`config.mk`:
```
export PLATFORM = sky130hd
export DESIGN_NAME = serial_adder_flat
export DESIGN_NICKNAME = d
export VERILOG_FILES = /design/src/rtl/serial_adder_if.sv /design/src/rtl/serial_adder.sv /design/src/flat_wrapper.sv
export SDC_FILE = /design/constraint.sdc
export NUM_CORES = 1
export LEC_CHECK = 0
export ABC_AREA = 1
export CAP_MARGIN = 25
export CORE_UTILIZATION = 35
export DETAILED_ROUTE_END_ITERATION = 7
export SKIP_LAST_GASP = 1
export SLEW_MARGIN = 30
export SYNTH_ARGS = -nofsm -noshare
export SYNTH_HDL_FRONTEND = slang
export SYNTH_SLANG_ARGS = --single-unit
```
`constraint.sdc`:
```
create_clock -name clk -period 1.9 [get_ports clk]
set_clock_uncertainty 0.2 [all_clocks]
set_input_delay 0.38 -clock clk [delete_from_list [all_inputs] [get_ports clk]]
set_output_delay 0.38 -clock clk [all_outputs]
set_load 0.005 [all_outputs]
```
`src/rtl/serial_adder_if.sv`:
```
// serial_adder_if: operand/result bundle between an operand source, a
// serial_adder and a result consumer.
//   start, a_in, b_in, carry_in : load request and operands (source -> adder)
//   busy, done                  : status (adder -> source/consumer)
//   sum_out, carry_out          : result (adder -> consumer)
interface serial_adder_if #(
   parameter int unsigned WIDTH = 8
);
   logic             start;
   logic [WIDTH-1:0] a_in;
   logic [WIDTH-1:0] b_in;
   logic             carry_in;
   logic             busy;
   logic             done;
   logic [WIDTH-1:0] sum_out;
   logic             carry_out;

   // Operand source / result consumer side
   modport master (
      output start, a_in, b_in, carry_in,
      input  busy, done, sum_out, carry_out
   );

   // Adder side
   modport slave (
      input  start, a_in, b_in, carry_in,
      output busy, done, sum_out, carry_out
   );
endinterface

```
`src/rtl/serial_adder.sv`:
```
// full_adder: single-bit combinational full adder.
//   a, b, cin : addend bits and carry in
//   sum_c     : a ^ b ^ cin
//   carry_c   : majority(a, b, cin)
module full_adder (
   input  logic a,
   input  logic b,
   input  logic cin,
   output logic sum_c,
   output logic carry_c
);
   assign sum_c   = a ^ b ^ cin;
   assign carry_c = (a & b) | (a & cin) | (b & cin);
endmodule

// serial_adder: bit-serial adder, one bit per clock, LSB first. Operands are
// captured on an accepted start, the carry loop closes through c_q, and the
// result is published to sum_out/carry_out only on the completion edge.
//   clk  : clock, rising edge
//   rst  : synchronous active-high reset
//   bus  : serial_adder_if slave (start/a_in/b_in/carry_in in,
//          busy/done/sum_out/carry_out out, all outputs registered)
module serial_adder #(
   parameter int unsigned WIDTH = 8
) (
   input logic           clk,
   input logic           rst,
   serial_adder_if.slave bus
);
   localparam int unsigned CW = $clog2(WIDTH);

   typedef enum logic [1:0] {
      IDLE = 2'd0,
      ADD  = 2'd1,
      DONE = 2'd2
   } state_t;

   state_t           state_q, state_d;
   logic [WIDTH-1:0] a_sr_q, a_sr_d;
   logic [WIDTH-1:0] b_sr_q, b_sr_d;
   logic [WIDTH-1:0] s_sr_q, s_sr_d;
   logic             c_q, c_d;
   logic [CW-1:0]    cnt_q, cnt_d;
   logic             busy_q, busy_d;
   logic             done_q, done_d;
   logic [WIDTH-1:0] sum_q, sum_d;
   logic             carry_q, carry_d;

   logic             fa_sum_c;
   logic             fa_carry_c;
   logic             last_bit_c;

   // The one arithmetic cell; always looks at the LSBs of the shifters
   full_adder u_fa (
      .a       (a_sr_q[0]),
      .b       (b_sr_q[0]),
      .cin     (c_q),
      .sum_c   (fa_sum_c),
      .carry_c (fa_carry_c)
   );

   assign last_bit_c = (cnt_q == CW'(WIDTH - 1));

   // State and datapath register
   always_ff @(posedge clk) begin
      if (rst) begin
         state_q <= IDLE;
         a_sr_q  <= '0;
         b_sr_q  <= '0;
         s_sr_q  <= '0;
         c_q     <= 1'b0;
         cnt_q   <= '0;
         busy_q  <= 1'b0;
         done_q  <= 1'b0;
         sum_q   <= '0;
         carry_q <= 1'b0;
      end else begin
         state_q <= state_d;
         a_sr_q  <= a_sr_d;
         b_sr_q  <= b_sr_d;
         s_sr_q  <= s_sr_d;
         c_q     <= c_d;
         cnt_q   <= cnt_d;
         busy_q  <= busy_d;
         done_q  <= done_d;
         sum_q   <= sum_d;
         carry_q <= carry_d;
      end
   end

   // Next state, datapath and next-output logic
   always_comb begin
      state_d = state_q;
      a_sr_d  = a_sr_q;
      b_sr_d  = b_sr_q;
      s_sr_d  = s_sr_q;
      c_d     = c_q;
      cnt_d   = cnt_q;
      busy_d  = 1'b0;
      done_d  = 1'b0;
      sum_d   = sum_q;
      carry_d = carry_q;

      unique case (state_q)
         IDLE: begin
            if (bus.start) begin
               state_d = ADD;
               a_sr_d  = bus.a_in;
               b_sr_d  = bus.b_in;
               c_d     = bus.carry_in;
               cnt_d   = '0;
               busy_d  = 1'b1;
            end
         end
         ADD: begin
            a_sr_d = a_sr_q >> 1;
            b_sr_d = b_sr_q >> 1;
            s_sr_d = {fa_sum_c, s_sr_q[WIDTH-1:1]};
            c_d    = fa_carry_c;
            cnt_d  = cnt_q + CW'(1);
            busy_d = !last_bit_c;
            if (last_bit_c) begin
               // Publish the full result on the same edge the final bit lands
               state_d = DONE;
               done_d  = 1'b1;
               sum_d   = {fa_sum_c, s_sr_q[WIDTH-1:1]};
               carry_d = fa_carry_c;
            end
         end
         DONE: begin
            state_d = IDLE;
         end
         default: begin
            state_d = IDLE;
         end
      endcase
   end

   assign bus.busy      = busy_q;
   assign bus.done      = done_q;
   assign bus.sum_out   = sum_q;
   assign bus.carry_out = carry_q;
endmodule

```
`src/flat_wrapper.sv`:
```
// flat-port wrapper written by rule: the top's interface ports become plain ports
module serial_adder_flat 
#(
   parameter int unsigned WIDTH = 8
)
  (clk, rst, bus_start, bus_a_in, bus_b_in, bus_carry_in, bus_busy, bus_done, bus_sum_out, bus_carry_out);
  serial_adder_if #(.WIDTH(WIDTH)) bus_i ();
  input logic clk;
  input logic rst;
  input wire logic [$bits(bus_i.start)-1:0] bus_start;
  input wire logic [$bits(bus_i.a_in)-1:0] bus_a_in;
  input wire logic [$bits(bus_i.b_in)-1:0] bus_b_in;
  input wire logic [$bits(bus_i.carry_in)-1:0] bus_carry_in;
  output wire logic [$bits(bus_i.busy)-1:0] bus_busy;
  output wire logic [$bits(bus_i.done)-1:0] bus_done;
  output wire logic [$bits(bus_i.sum_out)-1:0] bus_sum_out;
  output wire logic [$bits(bus_i.carry_out)-1:0] bus_carry_out;
  assign bus_i.start = bus_start;
  assign bus_i.a_in = bus_a_in;
  assign bus_i.b_in = bus_b_in;
  assign bus_i.carry_in = bus_carry_in;
  assign bus_busy = bus_i.busy;
  assign bus_done = bus_i.done;
  assign bus_sum_out = bus_i.sum_out;
  assign bus_carry_out = bus_i.carry_out;
  serial_adder #(.WIDTH(WIDTH)) u_core (.clk(clk), .rst(rst), .bus(bus_i));
endmodule
```
# Word level (Yosys, flattened, before mapping)
# Index checks and enable logic that the tools add are counted.
# classes
n_reduce_logical	7
bitwise_logic	8
muxes	14
addsub	1
n_eq_ne	4
# ops
cell	count
$pmux W8 S2	2
$mux W8	2
$pmux W3 S2	1
$reduce_and A2 Y1	3
$mux W2	2
$pmux W1 S2	2
$pmux W2 S2	1
$add A3 B1 Y3 const B	1
$and A1 B1 Y1	3
$eq A3 B3 Y1 const B	1
$mux W1	3
$mux W3	1
$eq A2 B1 Y1 const B	1
$logic_not A2 Y1	1
$ne A2 B1 Y1 const B	1
$ne A2 B2 Y1 const B	1
$or A1 B1 Y1	2
$reduce_bool A2 Y1	1
$reduce_or A2 Y1	1
$xor A1 B1 Y1	2
$logic_not A1 Y1	1
$not A1 Y1	1
# totals
inputBits	20
out_inout_bits	11
word_cells	44
regBits	41

# Logic depth before layout (Yosys ltp)
# depth
word_depth	4
ltp_mapped	8
mapped_depth_nobuf	6

# Modules after synthesis
# A second synthesis with hierarchy kept.
# unflattened
cells_unflattened	265
hier_area_um2	1766.7
# modules_own_cells
mod	area_each_um2	instances	seq_area_each_um2	cells_per_inst
serial_adder	1746.7	1	800.8	264
full_adder	20.0	1	0.0	1

# Worst setup path after synthesis
# OpenSTA, ideal clock, no wires.
# synth_timing
path_type	reg2reg
from	register u_core.cnt_q[0]
to	register u_core.sum_q[7], in the netlist u_core.bus.sum_out[7]
required_ns	1.588
period_less_slack_ns	1.323
path_stages_with_launch	7
arrival_time_ns	1.011
slack_ns	0.577
path_buffers	0
setup_time_ns	0.112
path_cell_list	dfxtp_1 -> ha_1 -> ha_1 -> nand3_1 -> inv_2 -> nand2_1 -> nand2_1
# synth_via
elab_chain_cells	2
# synth_rtl
item	line	source
from (decl)	serial_adder.sv:43	logic [CW-1:0] cnt_q, cnt_d;
from (signal assigned)	serial_adder.sv:83	cnt_q <= cnt_d;
$eq A3 B3 Y1	serial_adder.sv:62	assign last_bit_c = (cnt_q == CW'(WIDTH - 1));
net u_core.last_bit_c	serial_adder.sv:51	logic last_bit_c;
$reduce_and A2 Y1 (no line)	n/a	
to (signal assigned)	serial_adder.sv:86	sum_q <= sum_d;
to (decl)	serial_adder.sv:46	logic [WIDTH-1:0] sum_q, sum_d;
# The timed path passes the listed nets, and every way through them passes these cells.
# A chain may end at the register's enable or synchronous reset.

# Final worst setup path
# layout_timing
from	register u_core.carry_q, in the netlist u_core.bus.carry_out
to	output port bus_carry_out
# layout_rtl
item	line	source
from (decl)	serial_adder.sv:47	logic carry_q, carry_d;
from (signal assigned)	serial_adder.sv:87	carry_q <= carry_d;
to (decl)	flat_wrapper.sv:17	output wire logic [$bits(bus_i.carry_out)-1:0] bus_carry_out;
# No word-level cell between the ends.

==> flow_summary.yaml <==
synth:
  yosys.area.top_type_share_pct: 45.4
  synth_area_leaders: "dfxtp_1, nand2_1, nand3_1"
  synth_compound_area_share_pct: 5.39
  syn_area_per_cell_um2: 7.06
  ys_warn_count: 0
  syn_nets: 273
  netlist_area_um2: 1770
  yosysSeqAreaShare_pct: 45.4
  synth-xor-area-share_pct: 0
  ys_types: 18
  synth-simple-area-share_pct: 35.4
  post-synth-top-area-cell: "dfxtp_1"
  synth_adder_area_share_pct: 2.55
  synth_mux_area_share_pct: 0
  ys_seq_elements: 40
  syn-instance-count: 250
  synth_top_family_by_area: "simple AND/OR/NAND/NOR gates"
global_route:
  use_met1_pct: 20.1
  grt_antenna_before_repair: 0
  grt_overflow: 0
  busiest_layer: "met2"
  grt_start_max_net_pins: 41
  grt_pass1_vias: 1504
  met3_usage_pct: 3.87
  grt_pass1_wl_mm: 6.56
  track_usage_pct: 15.8
  use_met2_pct: 25.2
setup_path:
  worstPathMaxFanout: 2
  critical_path_depth: 1
  start_kind: "flop"
  path_delay_family: "buffers and inverters"
  critical_path_class: "flop to output pin"
  reg2reg_depth: 6
  required_ns: 1.32
  critPathMaxStageDelay_ns: 0.51
  cp_slowest_cell: "clkdlybuf4s50_1"
  end_kind: "output pin"
  cp.arrival_ns: 1.15
  path_cells: "clkdlybuf4s50_1"
  critPathBufInv: 1
timing:
  max_clock_freq_ghz: 0.578
  hold_viol: 0
  period_minus_slack_ns: 1.73
  final.period_utilization_pct: 91.0
  drv_slew: 0
  worstMarginPinSlew_ns: 0.286
  setup_viol: 0
  tns_ns: 0
  slew_headroom_pct: 80.9
  hold_ws_ns: 0.263
  rsz0062_at_grt: "false"
drt:
  vias: 1596
  finalWirelength_mm: 3.76
  postRouteAntennaNets: 0
  vias_per_cell: 4.55
  drcViolationCount: 0
  first_pass_iters: 4
  first_iter_violations: 63
  wl_per_cell_um: 10.7
finish:
  drive_above_1_share_pct: 7.75
  mostFrequentLayoutCells: "nand2_1, dfxtp_1, nor2_1"
  fin_util_pct: 47.4
  area_growth_pct: 28.4
  mostFrequentLayoutCell: "nand2_1"
  diodes: 0
  fill_cells: 492
  fin_nets: 306
worst_hold_path:
  hold_depth: 1
  hp-class: "flop to flop"
clocking:
  clock_path_buffers: 2
  cts_root_buffer: "clkbuf_8"
  post_cts_buffers: 0
  cts-resized-gates: 0
  clkTransAtPathRegs_ns: 0.08
  cts.sinks: 40
  cts_tree: "done"
  cts_hold_buf: 0
  cts_made_buffers: 5
  h-tree-depth: 2
  insertion_delay_ns: 0.30
placed_design:
  gp_congestion: 0.754
  portBuffers: 30
  place_hpwl_mm: 2.46
power:
  combPwrFrac_pct: 13.5
  p_leak_nw: 1.05
  switchingPower_w: 0.000472
  power_frac_seq_pct: 48.3
  clock_power_share_pct: 38.2
  p_int_w: 0.00140
  p_sw_share_pct: 25.2
  irDropWorstVdd_v: 0.000354
  p_per_area_nw_per_um2: 825
floorplanning:
  ios: 31
  rows: 25
  coreArea_um2: 4790
  die_x_um: 73.0
  fp.dieH_um: 73.0
  start_util_pct: 36.9
  die-area_um2: 5330
run:
  cap_viol_max_count: 0
status:
  status: "finished, final reports clean"
==> cell families after synthesis <==
family,count (synthesis)
compound gates,19
fa+ha+maj,3
buf+inv,44
flops,40
simple gates,144
==> worst paths after layout <==
check | slack, ns | from | endpoint
worst min register to register | 0.26 | u_core.cnt_q[0] | u_core.cnt_q[0]
worst min-delay path | 0.26 | u_core.cnt_q[0] | u_core.cnt_q[0]
worst max register to register | 0.39 | u_core.cnt_q[0] | u_core.bus.sum_out[1]
worst max-delay path | 0.17 | u_core.bus.carry_out | bus_carry_out
==> final cells by class <==
cell class / count / area (µm²) / area share [%]
Sequential cell: 40 / 801 / 35.3
Timing Repair Buffer: 40 / 388 / 17.1
Multi-Input combinational cell: 166 / 766 / 33.8
Clock inverter: 3 / 47.5 / 2.10
Tap cell: 67 / 83.8 / 3.70
Inverter: 30 / 113 / 4.97
Clock buffer: 5 / 68.8 / 3.04
==> per-layer routing <==
| layer | vias to the layer above | part of all wire, % |
|---|---|---|
| met2 | 43 | 43 |
| met4 | 0 | 2.1 |
| met1 | 696 | 49 |
| li1 | 847 | - |
| met5 | - | 0 |
| met3 | 10 | 5.8 |
==> power groups by stage <==
stage               sequential, W  combinational, W  clock, W
floorplan                0.000920          0.000169         0
global placement         0.000924          0.000252         0
detailed placement       0.000924          0.000254         0
CTS                      0.000905          0.000255  0.000732
global route             0.000910          0.000293  0.000773
finish                   0.000905          0.000252  0.000715
==> state kept, by name (all words and copies together), names as in the netlist <==
| register | flops |
|---|---|
| u_core.bus.sum_out | 8 |
| u_core.a_sr_q | 8 |
| u_core.bus.carry_out | 1 |
| u_core.bus.busy | 1 |
| u_core.cnt_q | 3 |
| u_core.b_sr_q | 8 |
| u_core.bus.done | 1 |
| u_core.s_sr_q | 7 |
| u_core.state_q | 2 |
| u_core.c_q | 1 |
==> through the flow <==
| step | worst slack [ns] | instance area [µm²] | total power [W] | instances |
|---|---|---|---|---|
| finish | 0.170 | 2270 | 0.00187 | 351 |
| global route | 0.130 | 2270 | 0.00198 | 351 |
| CTS | 0.159 | 2270 | 0.00189 | 351 |
| detailed placement | 0.122 | 2150 | 0.00118 | 343 |
| global placement | 0.144 | 2150 | 0.00118 | 343 |
| floorplan | 0.577 | 1770 | 0.00109 | 250 |
==> cell usage after synthesis <==
master,count
clkbuf_1,1
nand2_1,53
o21ai_0,10
buf_4,7
buf_2,6
inv_2,2
and3_1,2
ha_1,2
fa_1,1
nand2_4,1
nand3_1,36
nand3b_1,4
nor2_1,39
nand2_2,1
a21oi_1,9
nor3_1,8
inv_1,28
dfxtp_1,40
No activity file was read; power rests on OpenSTA's default activity.
